--- src/rtl/systolic_skew_feeder.sv ---
// Row-to-skew staging for the triangular elimination array: column j of each accepted row
// reaches the array j cycles after column 0, and frames are separated by a full skew drain.
module systolic_skew_feeder #(
  parameter int N        = 4,
  parameter int W        = 32,
  parameter int MAX_ROWS = 16
) (
  input  logic                             clk,
  input  logic                             rst,
  input  logic                             in_valid,
  output logic                             in_ready,
  input  logic [N*W-1:0]                   in_row,
  input  logic                             in_last,
  input  logic                             out_ready,
  output logic [N*W-1:0]                   x_out,
  output logic [N-1:0]                     x_valid,
  output logic                             frame_done,
  output logic [$clog2(MAX_ROWS+1)-1:0]    row_count,
  output logic                             overflow
);

  localparam int RCW = $clog2(MAX_ROWS + 1);
  localparam int DCW = $clog2(N);

  typedef enum logic [1:0] {S_IDLE, S_STREAM, S_DRAIN} state_t;

  state_t         state_q, state_d;
  logic [DCW-1:0] drain_q, drain_d;
  logic [RCW-1:0] row_count_q, row_count_d, next_count;
  logic           frame_done_q, frame_done_d;
  logic           overflow_q, overflow_d;
  logic           adv, accept, hit_max, last_eff;

  // Valid/ready contract: a row transfers on a rising edge where in_valid and in_ready are both
  // high; in_ready never depends on in_valid, and out_ready low freezes every register in the block.
  assign adv        = out_ready & ~rst;
  assign in_ready   = adv & (state_q != S_DRAIN);
  assign accept     = in_valid & in_ready;
  assign next_count = (state_q == S_IDLE) ? RCW'(1) : row_count_q + RCW'(1);
  assign hit_max    = (next_count == RCW'(MAX_ROWS));
  assign last_eff   = in_last | hit_max;

  // The end of a frame is timed by the drain counter: the tagged last element leaves column N-1
  // exactly N-1 advancing cycles after it enters, so no per-column last tag needs to be stored.
  always_comb begin
    state_d      = state_q;
    drain_d      = drain_q;
    row_count_d  = row_count_q;
    frame_done_d = frame_done_q;
    overflow_d   = overflow_q;
    if (adv) begin
      frame_done_d = 1'b0;
      overflow_d   = accept & hit_max & ~in_last;
      case (state_q)
        S_IDLE, S_STREAM: begin
          if (accept) begin
            row_count_d = next_count;
            if (last_eff) begin
              state_d = S_DRAIN;
              drain_d = DCW'(N - 1);
            end else begin
              state_d = S_STREAM;
            end
          end
        end
        S_DRAIN: begin
          if (drain_q == DCW'(1)) begin
            state_d      = S_IDLE;
            row_count_d  = '0;
            frame_done_d = 1'b1;
          end else begin
            drain_d = drain_q - DCW'(1);
          end
        end
        default: state_d = S_IDLE;
      endcase
    end
  end

  always_ff @(posedge clk) begin
    if (rst) begin
      state_q      <= S_IDLE;
      drain_q      <= '0;
      row_count_q  <= '0;
      frame_done_q <= 1'b0;
      overflow_q   <= 1'b0;
    end else begin
      state_q      <= state_d;
      drain_q      <= drain_d;
      row_count_q  <= row_count_d;
      frame_done_q <= frame_done_d;
      overflow_q   <= overflow_d;
    end
  end

  assign frame_done = frame_done_q;
  assign overflow   = overflow_q;
  assign row_count  = row_count_q;

  for (genvar j = 0; j < N; j++) begin : g_col
    logic [j:0][W-1:0] dat_q, dat_d;
    logic [j:0]        vld_q, vld_d;

    // Bubbles enter as zero data so an invalid slot never carries a stale element.
    always_comb begin
      dat_d = dat_q;
      vld_d = vld_q;
      if (adv) begin
        dat_d[0] = accept ? in_row[j*W +: W] : '0;
        vld_d[0] = accept;
        for (int k = 1; k <= j; k++) begin
          dat_d[k] = dat_q[k-1];
          vld_d[k] = vld_q[k-1];
        end
      end
    end

    always_ff @(posedge clk) begin
      if (rst) begin
        dat_q <= '0;
        vld_q <= '0;
      end else begin
        dat_q <= dat_d;
        vld_q <= vld_d;
      end
    end

    assign x_out[j*W +: W] = dat_q[j];
    assign x_valid[j]      = vld_q[j];
  end

endmodule
--- config.mk ---
export PLATFORM = sky130hd
export DESIGN_NAME = systolic_skew_feeder
export DESIGN_NICKNAME = d
export VERILOG_FILES = /design/src/rtl/systolic_skew_feeder.sv
export SDC_FILE = /design/constraint.sdc
export NUM_CORES = 1
export LEC_CHECK = 0
export CORE_MARGIN = 10
export CORE_UTILIZATION = 50
export CTS_CLUSTER_DIAMETER = 30
export DETAILED_ROUTE_END_ITERATION = 7
export PLACE_DENSITY_LB_ADDON = 0.2
export SLEW_MARGIN = 20
export SYNTH_ARGS = -nofsm -noshare
export SYNTH_HDL_FRONTEND = slang
export SYNTH_SLANG_ARGS = --single-unit
export TNS_END_PERCENT = 5
--- constraint.sdc ---
create_clock -name clk -period 2.5 [get_ports clk]
set_input_delay 0.5 -clock clk [delete_from_list [all_inputs] [get_ports clk]]
set_output_delay 0.5 -clock clk [all_outputs]
set_load 0.005 [all_outputs]
==> results of run 1 <==
logic make-up (layout without fill, tap and decap cells):
logic type / after synthesis / in the layout / synth area share (%)
xor gates and xnor gates: 3 / 3 / 0.213
adders and majority gates: 2 / 2 / 0.202
AOI/OAI and AO/OA: 148 / 148 / 9.01
and+or+nand+nor: 357 / 357 / 11.3
muxes: 195 / 195 / 15.8
DFF: 335 / 335 / 54.3
buffers and inverters: 192 / 403 / 9.19
placed cells by master, fill, tap and decap left out, types with 2 or more instances in the layout:
cell               n
buf_4              5
a32oi_1            2
a21oi_1            7
o21ai_0            4
nand2b_1           4
buf_12             6
clkbuf_1          13
inv_1              4
nor4_1             2
bufinv_16          7
nand2_1            4
clkinv_2           7
nand3_1            2
mux2i_1          195
clkdlybuf4s50_1  270
nor2b_1            3
buf_8              2
ha_1               2
nor2_1           335
a22oi_1          128
clkbuf_16         67
xor2_1             2
clkinvlp_4         3
dfxtp_1          335
clkbuf_8           7
inv_16             3
inv_6              4
cells in the mapped netlist, types with 3 or more instances:
cell type	n	area share, %
nand2_1	4	0.12
a21oi_1	7	0.28
clkbuf_1	54	1.6
dfxtp_1	335	54
nand2b_1	4	0.20
nor2b_1	3	0.15
buf_4	98	6.0
mux2i_1	195	16
o21ai_0	4	0.16
inv_1	5	0.15
buf_2	32	1.3
a22oi_1	128	7.8
nor2_1	335	10
power by group through the flow:
stage / Sequential [W] / Clock, W / Combinational [W]
3_3_place_gp: 0.00558 / 0 / 0.000733
5_1_grt: 0.00548 / 0.00921 / 0.000794
2_1_floorplan: 0.00557 / 0 / 0.000403
3_5_place_dp: 0.00558 / 0 / 0.000737
4_1_cts: 0.00548 / 0.00889 / 0.000742
6_report: 0.00548 / 0.00874 / 0.000733
stage by stage:
stage | setup WS, ps | util [%]
after CTS | 88.9 | 69.0
final | 114 | 69.0
after global placement | 369 | 59.8
after global routing | 9.74 | 69.0
after detailed placement | 335 | 59.8
after floorplan | 623 | -
worst reg2reg max path, cell delays in order (launching register included):
cell      delay [ps]
dfxtp_1          350
ha_1             260
xor2_1           150
or4b_4           510
o41ai_4          300
nand2_2          100
a221oi_2         270
layer usage:
metal  part of all wire (%)  vias up  GRT usage [%]
met3                    9.0       40           7.85
met2                     47      245           28.4
met5                      0        -              0
met1                     42     4113           21.2
met4                    1.8        0           5.32
li1                       -     4448              -
registers in the layout, indices dropped and copies added (netlist names):
name,flops
drain_q,2
frame_done,1
g_col.dat_q,224
g_col.vld_q,4
overflow,1
row_count,5
state_q,2
x_out,96
how the worst max path moves through the flow:
stage | start | slack, ps | endpoint | depth (start not counted)
2_1_floorplan | row_count[0] | 620 | drain_q[1] | 6
3_3_place_gp | in_valid | 370 | overflow | 6
3_5_place_dp | in_valid | 340 | overflow | 6
4_1_cts | state_q[0] | 90 | in_ready | 3
5_1_grt | state_q[0] | 10 | in_ready | 3
6_report | state_q[0] | 110 | in_ready | 3
layout make-up:
| cell class | count | area [um2] | area share [%] |
|---|---|---|---|
| inverters | 5 | 21.3 | 0.127 |
| repair buffers | 283 | 2890 | 17.2 |
| well taps | 324 | 405 | 2.41 |
| clock buffers | 87 | 1820 | 10.8 |
| multi-input cells | 705 | 4520 | 26.9 |
| clock inverters | 28 | 429 | 2.56 |
| flip-flops and latches | 335 | 6710 | 39.9 |
==> summary.md, run 1 <==
| Metric | Value |
|---|---|
| Distinct cells, synth | `35` |
| Pin count of the biggest net entering global routing | `173` |
| Flops & latches, synth | `335` |
| Final Max Tran Viols | `0` |
| Setup tns final | `0 ps` |
| Int Power | `0.0117 W` |
| Final Instance Area | `16800 um2` |
| Psw | `0.00323 W` |
| Total wire length | `28900 um` |
| Total chip power | `0.0150 W` |
| Post-layout min period | `2390 ps` |
| Clk network pwr share | `58.4%` |
| Fillers | `1862` |
| 1st-pass router iterations | `4` |
| Diodes inserted | `0` |
| Min-delay worst type | `in2reg` |
| Syn. warnings | `0` |
| Placed insts | `1652` |
| DIE HEIGHT | `177 um` |
| Max-slew headroom | `35.5%` |
| Num CTS Buffers | `66` |
| Placed standard-cell area | `14500 um2` |
| Worst-margin pin slew | `967 ps` |
| Share of cells above drive strength 1 | `8.45%` |
| First-pass GRT wire length | `46500 um` |
| Min-delay src | `out_ready` |
| Critical path startpoint category | `register` |
| Syn Nets | `1367` |
| Row count | `57` |
| Vias per cell | `5.01` |
| Leakage | `6.84 nW` |
| Port Buffer Count | `272` |
| Clock root cell | `clkbuf_16` |
| Clk_skew | `17.2 ps` |
| CP max-delay cell | `dfxtp_1` |
| Critical Path AT | `1890 ps` |
| Comb pwr share | `4.9%` |
| Power density over the cells | `890 nW/um2` |
| Asr flop ratio synth | `0%` |
| Die area | `31400 um2` |
| RePlAce Congestion | `0.759` |
| Grt total ovfl | `0` |
| Clock tree sinks | `335` |
| Worst-case hold slack | `314 ps` |
| Hold Crit Depth | `3` |
| VDD IR max | `0.000526 V` |
| Sequential power share | `36.7%` |
| H-tree Lvls | `3` |
| Worst-case clock buffer depth | `3` |
| I/O pin count | `273` |
| Worst skew pair latency | `550 ps` |
| Sequential-to-total area share from yosys stat | `54.3%` |
| Initial Util | `50.8%` |
| Fmax | `0.419 GHz` |
| Worst R2R Start | `row_count[0]` |
| Post_cts resized | `0` |
| Hpwl dp | `18200 um` |
| Initial antenna violation count | `0` |
| DR iter-0 viols | `595` |
| RSZ-0062 raised after global routing | `no` |
| Crit path cell chain | `nor2b_1 > nor2_1 > clkdlybuf4s50_1` |
| Clock slew at reported path FFs | `50 ps` |
| Vias in the first global route | `8808` |
| DR WL/cell | `16.3 um` |
| Worst path top cell family by delay | `flip-flops` |
| Post-layout nets | `1531` |
| # setup viols final | `0` |
| Setup CP Type | `reg2out` |
| Final hold violations | `0` |
| Via count | `8846` |
| Drc violations | `0` |
| Core Region | `24300 um2` |
| Post-CTS Setup Inserts | `0` |
| CP Max Fanout | `9` |
| Sw Ratio | `21.6%` |
| Prevailing post-synth register cell | `dfxtp_1` |
| Mapped Avg Cell Area | `10.0 um2` |
| Global Route Usage Sum | `17.8%` |
| Final period utilization | `95.4%` |
| WHS Endpoint | `g_col[3].dat_q[94]` |
| Hold-fix buffers, CTS | `0` |
| Number of enable flip-flop cells after synthesis | `0` |
| Layout Cells excl Fill | `1767` |
| Synthesized area | `12400 um2` |
| CP required | `2000 ps` |
| CTS tree | `built` |
| Post-route ant nets | `0` |
| R2R setup slack | `470 ps` |
| Reg2Reg Capture Point | `drain_q[1]` |
| Buf/Inv on CP | `1` |
| Status | `finished clean` |
| Mapped Cells | `1232` |
| Max Cap Violations | `0` |
| Depth of the most critical reg-to-reg path | `6` |
| Area growth syn-to-layout | `35.9%` |
| Die width | `177 um` |
| Worst setup EP type | `primary output` |
| CP max stage delay | `550 ps` |
(Power assumes the default switching activity.)
==> run 2, diff against run 1 <==
--- a/config.mk
+++ b/config.mk
@@ -7,2 +7,3 @@
 export LEC_CHECK = 0
+export CAP_MARGIN = 30
 export CORE_MARGIN = 10
==> constraint.sdc (replaced) <==
create_clock -name clk -period 2.5 [get_ports clk]
set_input_delay 0.375 -clock clk [delete_from_list [all_inputs] [get_ports clk]]
set_output_delay 0.375 -clock clk [all_outputs]
set_load 0.005 [all_outputs]
==> run 2 against run 1 <==
Effect of this change:
- sequential power barely moved
- via count up 1.3%
- final area increased by 0.70%
- first-iteration DRC count shrank 2.2%
- critical endpoint unchanged
==> summary.md, run 2 (synthesized netlist as in run 1, its figures left out) <==
| Metric | Value |
|---|---|
| Final hold violations | `0` |
| Pin count of the biggest net entering global routing | `193` |
| Post-layout nets | `1528` |
| Place WS | `452 ps` |
| DIE HEIGHT | `177 um` |
| Status | `finished clean` |
| Post-layout min period | `2420 ps` |
| 1st-pass router iterations | `5` |
| GR Layer Usage met3 | `8.06%` |
| I/O pin count | `273` |
| Buf/Inv on CP | `1` |
| Final period utilization | `96.7%` |
| Area growth syn-to-layout | `36.9%` |
| Global Route Usage Sum | `18.2%` |
| Worst-case clock buffer depth | `3` |
| Setup tns final | `0 ps` |
| RePlAce Congestion | `0.733` |
| # setup viols final | `0` |
| First-pass GRT wire length | `47200 um` |
| Fillers | `1821` |
| Fmax | `0.414 GHz` |
| Post-CTS Setup Inserts | `0` |
| Vias in the first global route | `9010` |
| Final core occ | `69.5%` |
| CTS tree | `built` |
| Worst setup EP type | `primary output` |
| Initial Util | `50.8%` |
| Hpwl dp | `18100 um` |
| Placed insts | `1649` |
| Leakage | `6.88 nW` |
| Worst-margin pin slew | `862 ps` |
| Clock root cell | `clkbuf_16` |
| Via count | `8961` |
| Post_cts resized | `0` |
| Post-route ant nets | `0` |
| DR iter-0 viols | `582` |
| Critical Path AT | `2040 ps` |
| M2 GR Usage | `28.9%` |
| Top Usage Layer GRT | `met2` |
| Layout Cells excl Fill | `1771` |
| Worst path top cell family by delay | `flip-flops` |
| Die width | `177 um` |
| RSZ-0062 raised after global routing | `no` |
| DR WL/cell | `16.5 um` |
| Num CTS Buffers | `66` |
| Port Buffer Count | `272` |
| Row count | `57` |
| Most frequent cells in the layout | `nor2_1 (335), dfxtp_1 (335), clkdlybuf4s50_1 (270), mux2i_1 (195), a22oi_1 (128)` |
| Share of cells above drive strength 1 | `9.27%` |
| Core Region | `24300 um2` |
| Crit path cell chain | `nor2b_1 > nor2_1 > clkdlybuf4s50_1` |
| Critical path startpoint category | `register` |
| Met1 usage | `21.4%` |
| Setup CP Type | `reg2out` |
| Register with the most flip-flops | `g_col.dat_q` |
| Min-delay worst type | `in2reg` |
| Max Cap Violations | `0` |
| Clock tree sinks | `335` |
| Total wire length | `29300 um` |
| CP max stage delay | `530 ps` |
| CP Max Fanout | `10` |
| Hold-fix buffers, CTS | `0` |
| Clock slew at reported path FFs | `40 ps` |
| VDD IR max | `0.000638 V` |
| Final Max Tran Viols | `0` |
| Max reg flops | `224` |
| Die area | `31400 um2` |
| Worst-case hold slack | `211 ps` |
| Clk_skew | `17.0 ps` |
| Max-slew headroom | `42.5%` |
| H-tree Lvls | `3` |
| Grt total ovfl | `0` |
| Power density over the cells | `910 nW/um2` |
| Worst skew pair latency | `540 ps` |
| CP required | `2120 ps` |
| Setup ws final | `81.9 ps` |
| CP max-delay cell | `dfxtp_1` |
| Drc violations | `0` |
| Initial antenna violation count | `1` |
| Vias per cell | `5.06` |
[run 2: cell count changes in the layout (fill, tap and decap cells not counted), sizes merged]
cell and delta:
buf -3, bufinv +4, clkbuf -9, clkinv +10, clkinvlp +6, diode +1, inv -5
[run 2: routing by layer]
layer	vias up	wire, um
met1	4260	12100
met3	36	2840
li1	4430	-
met5	-	0
met4	0	475
met2	235	13900
[run 2: path summary, 6_finish.rpt]
path / cells past startpoint / slack (ps) / start / to
max: 3 / 80 / state_q[1] / in_ready
min: 3 / 210 / out_ready / g_col[3].dat_q[94]
max reg2reg: 6 / 520 / row_count[0] / drain_q[1]
min reg2reg: 2 / 470 / drain_q[1] / drain_q[1]
[run 2: area by class of cell]
type	instances	area, um2	area share, %
repair buffers	280	2880	17.0
clock inverters	43	588	3.48
clock buffers	78	1790	10.6
flip-flops and latches	335	6710	39.7
diodes	1	2.50	0.0148
well taps	324	405	2.40
inverters	5	21.3	0.126
multi-input cells	705	4520	26.7
[run 2: through the flow]
step,power (W),cell area (um2)
2_1_floorplan,0.00597,12400
3_3_place_gp,0.00631,14500
3_5_place_dp,0.00632,14500
4_1_cts,0.0156,16900
5_1_grt,0.0159,16900
6_report,0.0154,16900
[run 2: power by group]
part / internal [W] / switching (W) / leakage (nW) / total [W]
Combinational: 0.000386 / 0.000353 / 3.03 / 0.000739
Clock: 0.00629 / 0.00289 / 1.14 / 0.00917
Sequential: 0.00543 / 0.0000457 / 2.71 / 0.00548
[run 2: worst reg2reg max path, delay by kind of cell, from the launching register on]
family | cells | cell delay [ps]
adders and majority gates | 1 | 260
AOI/OAI and AO/OA | 2 | 530
DFF | 1 | 340
xor gates and xnor gates | 1 | 160
and+or+nand+nor | 2 | 610
